--- src/rtl/hazard_ctrl_if.sv ---
// ID-stage hazard bus: register read requests and downstream write-stage status in,
// pipeline hold/bubble/forward controls out.
interface hazard_ctrl_if #(
  parameter int REG_AW = 5,
  parameter int NSTG   = 3,
  parameter int CNT_W  = 2,
  parameter int STAT_W = 16
);
  localparam int FWD_W = $clog2(NSTG + 1);

  logic [REG_AW-1:0]      in_rs_addr;
  logic [REG_AW-1:0]      in_rt_addr;
  logic                   in_rs_rena;
  logic                   in_rt_rena;
  logic [NSTG-1:0]        in_stg_wena;
  logic [NSTG*REG_AW-1:0] in_stg_waddr;
  logic [NSTG-1:0]        in_stg_rdy;
  logic                   in_flush;

  logic                   out_stall;
  logic                   out_bubble;
  logic [FWD_W-1:0]       out_fwd_rs;
  logic [FWD_W-1:0]       out_fwd_rt;
  logic [CNT_W-1:0]       out_stall_cnt;
  logic [STAT_W-1:0]      out_stall_total;

  modport master (
    output in_rs_addr, in_rt_addr, in_rs_rena, in_rt_rena,
           in_stg_wena, in_stg_waddr, in_stg_rdy, in_flush,
    input  out_stall, out_bubble, out_fwd_rs, out_fwd_rt,
           out_stall_cnt, out_stall_total
  );

  modport slave (
    input  in_rs_addr, in_rt_addr, in_rs_rena, in_rt_rena,
           in_stg_wena, in_stg_waddr, in_stg_rdy, in_flush,
    output out_stall, out_bubble, out_fwd_rs, out_fwd_rt,
           out_stall_cnt, out_stall_total
  );
endinterface

--- src/rtl/hazard_ctrl.sv ---
// Parametrised ID-stage hazard unit: detects RAW hazards against NSTG write stages,
// generates stall/bubble (counter-held multi-cycle stalls) and operand forwarding selects.
module hazard_ctrl #(
  parameter int REG_AW = 5,
  parameter int NSTG   = 3,
  parameter int FWD_EN = 0,
  parameter int CNT_W  = 2,
  parameter int STAT_W = 16
) (
  input  logic          in_clk,
  input  logic          in_rst,
  hazard_ctrl_if.slave  bus
);

  localparam int FWD_W = $clog2(NSTG + 1);

  typedef enum logic [1:0] {
    HOLD  = 2'd0,
    IDLE  = 2'd1,
    STALL = 2'd2
  } state_t;

  state_t            state_q, state_d;
  logic [CNT_W-1:0]  cnt_q, cnt_d;
  logic [STAT_W-1:0] total_q, total_d;

  logic              rs_hit, rt_hit;
  logic              rs_rdy, rt_rdy;
  logic [FWD_W-1:0]  rs_k, rt_k, kmin;
  logic [CNT_W-1:0]  extra;

  logic              stall, bubble;
  logic [FWD_W-1:0]  fwd_rs, fwd_rt;

  // Scan oldest to youngest so the lowest matching stage is the one that sticks.
  always_comb begin
    rs_hit = 1'b0;
    rt_hit = 1'b0;
    rs_rdy = 1'b0;
    rt_rdy = 1'b0;
    rs_k   = '0;
    rt_k   = '0;
    for (int k = NSTG - 1; k >= 0; k--) begin
      if (bus.in_stg_wena[k] && bus.in_rs_rena && (bus.in_rs_addr != '0) &&
          (bus.in_stg_waddr[k*REG_AW +: REG_AW] == bus.in_rs_addr)) begin
        rs_hit = 1'b1;
        rs_k   = FWD_W'(k);
        rs_rdy = bus.in_stg_rdy[k];
      end
      if (bus.in_stg_wena[k] && bus.in_rt_rena && (bus.in_rt_addr != '0) &&
          (bus.in_stg_waddr[k*REG_AW +: REG_AW] == bus.in_rt_addr)) begin
        rt_hit = 1'b1;
        rt_k   = FWD_W'(k);
        rt_rdy = bus.in_stg_rdy[k];
      end
    end
    kmin = rs_k;
    if (!rs_hit || (rt_hit && (rt_k < rs_k))) begin
      kmin = rt_k;
    end
    extra = CNT_W'(NSTG - 1) - CNT_W'(kmin);
  end

  always_comb begin
    stall   = 1'b0;
    bubble  = 1'b0;
    fwd_rs  = '0;
    fwd_rt  = '0;
    state_d = state_q;
    cnt_d   = cnt_q;
    if (in_rst) begin
      stall  = 1'b1;
      bubble = 1'b1;
    end else if (bus.in_flush) begin
      bubble  = 1'b1;
      state_d = IDLE;
      cnt_d   = '0;
    end else begin
      case (state_q)
        IDLE: begin
          if (FWD_EN == 0) begin
            if (rs_hit || rt_hit) begin
              stall  = 1'b1;
              bubble = 1'b1;
              // Stall until the youngest conflicting writer has retired past the last stage.
              if (extra != '0) begin
                state_d = STALL;
                cnt_d   = extra;
              end
            end
          end else begin
            if (rs_hit) begin
              if (rs_rdy) fwd_rs = rs_k + FWD_W'(1);
              else        stall  = 1'b1;
            end
            if (rt_hit) begin
              if (rt_rdy) fwd_rt = rt_k + FWD_W'(1);
              else        stall  = 1'b1;
            end
            bubble = stall;
          end
        end
        STALL: begin
          stall  = 1'b1;
          bubble = 1'b1;
          if (cnt_q <= CNT_W'(1)) begin
            state_d = IDLE;
            cnt_d   = '0;
          end else begin
            cnt_d = cnt_q - CNT_W'(1);
          end
        end
        default: begin
          stall   = 1'b1;
          bubble  = 1'b1;
          state_d = IDLE;
        end
      endcase
    end

    total_d = total_q;
    if (stall && (total_q != '1)) begin
      total_d = total_q + STAT_W'(1);
    end
  end

  always_ff @(posedge in_clk or posedge in_rst) begin
    if (in_rst) begin
      state_q <= HOLD;
      cnt_q   <= '0;
      total_q <= '0;
    end else begin
      state_q <= state_d;
      cnt_q   <= cnt_d;
      total_q <= total_d;
    end
  end

  assign bus.out_stall       = stall;
  assign bus.out_bubble      = bubble;
  assign bus.out_fwd_rs      = fwd_rs;
  assign bus.out_fwd_rt      = fwd_rt;
  assign bus.out_stall_cnt   = cnt_q;
  assign bus.out_stall_total = total_q;

endmodule

--- src/flat_wrapper.sv ---
// flat-port wrapper written by rule: the top's interface ports become plain ports
module hazard_ctrl_flat 
#(
  parameter int REG_AW = 5,
  parameter int NSTG   = 3,
  parameter int FWD_EN = 0,
  parameter int CNT_W  = 2,
  parameter int STAT_W = 16
)
  (in_clk, in_rst, bus_in_rs_addr, bus_in_rt_addr, bus_in_rs_rena, bus_in_rt_rena, bus_in_stg_wena, bus_in_stg_waddr, bus_in_stg_rdy, bus_in_flush, bus_out_stall, bus_out_bubble, bus_out_fwd_rs, bus_out_fwd_rt, bus_out_stall_cnt, bus_out_stall_total);
  hazard_ctrl_if #(.REG_AW(REG_AW), .NSTG(NSTG), .CNT_W(CNT_W), .STAT_W(STAT_W)) bus_i ();
  input  logic in_clk;
  input  logic in_rst;
  input wire logic [$bits(bus_i.in_rs_addr)-1:0] bus_in_rs_addr;
  input wire logic [$bits(bus_i.in_rt_addr)-1:0] bus_in_rt_addr;
  input wire logic [$bits(bus_i.in_rs_rena)-1:0] bus_in_rs_rena;
  input wire logic [$bits(bus_i.in_rt_rena)-1:0] bus_in_rt_rena;
  input wire logic [$bits(bus_i.in_stg_wena)-1:0] bus_in_stg_wena;
  input wire logic [$bits(bus_i.in_stg_waddr)-1:0] bus_in_stg_waddr;
  input wire logic [$bits(bus_i.in_stg_rdy)-1:0] bus_in_stg_rdy;
  input wire logic [$bits(bus_i.in_flush)-1:0] bus_in_flush;
  output wire logic [$bits(bus_i.out_stall)-1:0] bus_out_stall;
  output wire logic [$bits(bus_i.out_bubble)-1:0] bus_out_bubble;
  output wire logic [$bits(bus_i.out_fwd_rs)-1:0] bus_out_fwd_rs;
  output wire logic [$bits(bus_i.out_fwd_rt)-1:0] bus_out_fwd_rt;
  output wire logic [$bits(bus_i.out_stall_cnt)-1:0] bus_out_stall_cnt;
  output wire logic [$bits(bus_i.out_stall_total)-1:0] bus_out_stall_total;
  assign bus_i.in_rs_addr = bus_in_rs_addr;
  assign bus_i.in_rt_addr = bus_in_rt_addr;
  assign bus_i.in_rs_rena = bus_in_rs_rena;
  assign bus_i.in_rt_rena = bus_in_rt_rena;
  assign bus_i.in_stg_wena = bus_in_stg_wena;
  assign bus_i.in_stg_waddr = bus_in_stg_waddr;
  assign bus_i.in_stg_rdy = bus_in_stg_rdy;
  assign bus_i.in_flush = bus_in_flush;
  assign bus_out_stall = bus_i.out_stall;
  assign bus_out_bubble = bus_i.out_bubble;
  assign bus_out_fwd_rs = bus_i.out_fwd_rs;
  assign bus_out_fwd_rt = bus_i.out_fwd_rt;
  assign bus_out_stall_cnt = bus_i.out_stall_cnt;
  assign bus_out_stall_total = bus_i.out_stall_total;
  hazard_ctrl #(.REG_AW(REG_AW), .NSTG(NSTG), .FWD_EN(FWD_EN), .CNT_W(CNT_W), .STAT_W(STAT_W)) u_core (.in_clk(in_clk), .in_rst(in_rst), .bus(bus_i));
endmodule
--- config.mk ---
export PLATFORM = sky130hd
export DESIGN_NAME = hazard_ctrl_flat
export DESIGN_NICKNAME = d
export VERILOG_FILES = /design/src/rtl/hazard_ctrl_if.sv /design/src/rtl/hazard_ctrl.sv /design/src/flat_wrapper.sv
export SDC_FILE = /design/constraint.sdc
export NUM_CORES = 1
export LEC_CHECK = 0
export CORE_UTILIZATION = 48
export CTS_CLUSTER_DIAMETER = 40
export DETAILED_ROUTE_END_ITERATION = 8
export PLACE_DENSITY = 0.95
export SYNTH_ARGS = -nofsm -noshare
export SYNTH_HDL_FRONTEND = slang
export SYNTH_SLANG_ARGS = --single-unit
--- constraint.sdc ---
create_clock -name in_clk -period 4.65 [get_ports in_clk]
set_input_delay 0.93 -clock in_clk [delete_from_list [all_inputs] [get_ports in_clk]]
set_output_delay 0.93 -clock in_clk [all_outputs]
set_load 0.02 [all_outputs]
==> run summary <==
Status = finished, final reports clean
Fillcell total = 245
R2r worst-path depth = 6
Longest Clk Path Bufs = 2
Rel. slew slack = 0.663
1st-pass router iterations = 4
Synth Warn # = 0
Number of global-route vias before repair = 1475
Drt total wl = 4240 um
Post-cts resize count = 0
Synthesized area per cell = 8.80 um^2
Final Cell Area = 2280 um^2
Clk root buf = clkbuf_4
Setup tns final = 0 ns
Final setup fails = 0
Area Growth Syn to Fin = 42.9%
Max Fanout on Critical Path = 3
RSZ-0062 raised after global routing = false
Period utilization = 0.947
Most common cell in the netlist = xor2_1
Post-CTS Setup Bufs = 0
Total Nets Final = 289
Share of cells above drive strength 1 = 0.101
Detail Placement HPWL = 3470 um
Power Dens Cells = 267 nW/um^2
CTS Buf Count = 3
Post-synth cell types = 39
Largest net degree at the start of global routing = 22
Int Pwr = 0.375 mW
Number of synthesized flops with an enable pin = 0
Via count = 1597
Slew @ Worst Pin = 0.502 ns
Cell count of the worst hold path = 1
Syn Inst Count = 181
Post-synthesis compound-gate area fraction = 0.0990
Die Height = 59.6 um
GRT Total Usage = 0.252
Largest family of logic cells by synthesized area = simple AND/OR/NAND/NOR gates
Critical Path Source Type = input pin
Post-synthesis sequential area ratio = 0.314
Ys flop type = dfrtp_1
# DRC = 0
Clock-pin slew on the worst setup and hold paths = 0.11 ns
Simple-Gate Fraction of Synth Area = 0.271
Post-Place Cell Area = 2250 um^2
Combinational fraction of design power = 0.446
Number of antenna violations at the first check in global routing = 0
Post-synth top area cell = dfrtp_1
Ports = 60
Num rows = 20
Hold violation count in the final report = 0
Initial DRC Count = 65
Kind of critical path = input pin to output port
Max Fclk = 227 MHz
CTS sink cnt = 20
Worst path required time = 3.72 ns
Ys async rst share = 1.00
Commonest cells in the netlist = 22 x xor2_1, 20 x dfrtp_1, 20 x xnor2_1
Hold WS = 0.505 ns
Pins Over Slew Limit = 0
Minimum clock period after layout = 4.40 ns
Clk pwr share = 0.132
Die Wd = 59.6 um
Die area = 3550 um^2
Post-Synth XOR/XNOR Area = 0.231
Synth Cell Area = 1590 um^2
#FFs+latches synth = 20
Seq pwr share = 0.422
Proportion of synthesized area in mux cells = 0.0212
First-pass GRT wire length = 6610 um
Drt via density = 5.47
Worst Path Arrival = 3.47 ns
Max-cap viol count = 0
Post-route ant nets = 0
Area share of fa/ha/maj cells after synthesis = 0.0236
Synth area leaders = dfrtp_1 31%, xor2_1 12%, xnor2_1 11%, nor4_1 4.3%, nand2_1 4.0%
I/O Buffers = 52
Worst hold-check path type = flop to flop
P_sw = 0.233 mW
Post-CTS Hold Buffers = 0
Fin Clk Skew = 0.00865 ns
Grt ovf = 0
Htree depth = 1
Total power = 0.608 mW
Critical path endpoint category = output port
CTS tree = built
Synth top area share = 0.314
ANT cells = 0
Peak VDD IR = 0.252 mV
Switching Fraction = 0.383
GPL Wtd Cong = 0.843
Post-DR wirelength/cell = 14.5 um
Starting Density = 0.513
Core box area = 3100 um^2
Static leakage = 0.922 nW
Skew-Pair Late Insertion Delay = 0.30 ns
-- per-stage QoR --
| step | instances | worst slack, ns | util |
|---|---|---|---|
| floorplan | 184 | 0.965 | - |
| global placement | 289 | 0.123 | 0.724 |
| detailed placement | 289 | 0.0624 | 0.724 |
| CTS | 292 | 0.0575 | 0.731 |
| global route | 292 | 0.0947 | 0.733 |
| finish | 292 | 0.247 | 0.733 |
-- registers in the layout, indices dropped and copies added, names as in the netlist --
name                        cells
u_core.bus.out_stall_cnt        2
u_core.state_q                  2
u_core.bus.out_stall_total     16
-- path summary, 6_finish.rpt --
path / from / to / slack [ns]
max in group asynchronous: in_rst / u_core.bus.out_stall_total[11]$_DFFE_PP0P_ / 3.25
max reg2reg: u_core.bus.out_stall_total[5]$_DFFE_PP0P_ / u_core.bus.out_stall_total[1]$_DFFE_PP0P_ / 2.52
max: bus_in_rs_addr[1] / bus_out_bubble / 0.25
min in group asynchronous: in_rst / u_core.bus.out_stall_total[10]$_DFFE_PP0P_ / 1.19
min reg2reg: u_core.bus.out_stall_total[9]$_DFFE_PP0P_ / u_core.bus.out_stall_total[9]$_DFFE_PP0P_ / 0.51
min: u_core.bus.out_stall_total[9]$_DFFE_PP0P_ / u_core.bus.out_stall_total[9]$_DFFE_PP0P_ / 0.51
-- power groups by stage --
stage / Clock [mW] / Combinational, mW / Sequential (mW)
after floorplan: 0 / 0.100 / 0.287
after global placement: 0 / 0.261 / 0.256
after detailed placement: 0 / 0.270 / 0.257
after CTS: 0.0822 / 0.273 / 0.256
after global routing: 0.0885 / 0.292 / 0.263
final: 0.0805 / 0.271 / 0.257
-- layout by cell type (no fill, tap or decap), types with 2 or more instances in the layout --
cell / count
clkdlybuf4s50_1: 51
xor2_1: 22
xnor2_1: 20
dfrtp_1: 20
nand2_1: 17
nor2_1: 13
buf_4: 13
nor4_1: 11
nand4_1: 10
inv_1: 7
nand3_1: 6
nor3_1: 5
nand2b_1: 5
conb_1: 4
or4_1: 3
mux2_2: 3
nor2b_1: 3
a31oi_1: 3
ha_1: 3
clkbuf_4: 3
o21a_1: 2
a21oi_1: 2
nor3b_1: 2
o32ai_1: 2
-- cell type report --
| cell class | count | area [um^2] | share of cell area |
|---|---|---|---|
| Multi-Input combinational cell | 152 | 1050 | 0.460 |
| Timing Repair Buffer | 65 | 621 | 0.273 |
| Sequential cell | 20 | 500 | 0.220 |
| Tap cell | 44 | 55.1 | 0.0242 |
| Inverter | 8 | 30.0 | 0.0132 |
| Clock buffer | 3 | 22.5 | 0.00990 |
-- worst max-delay path, stage by stage --
cell and delay (ns):
clkdlybuf4s50_1 0.44, or4_1 0.56, o21ai_2 0.17, nand4b_1 0.15
or3b_4 0.42, nor2_1 0.19, nand2_1 0.08, clkdlybuf4s50_1 0.54
-- metal layers --
layer | vias to the layer above | wire, um | track usage
li1 | 781 | - | -
met1 | 774 | 1770 | 0.289
met5 | - | 0 | 0
met2 | 36 | 2280 | 0.477
met4 | 0 | 39 | 0.0498
met3 | 6 | 154 | 0.0546
-- cell families after synthesis --
family | after synthesis
AOI/OAI and AO/OA | 19
buffers and inverters | 12
other | 1
and+or+nand+nor | 81
DFF | 20
muxes | 3
adders and majority gates | 3
xor gates and xnor gates | 42
Note: power is estimated with default switching activity, not from simulation.
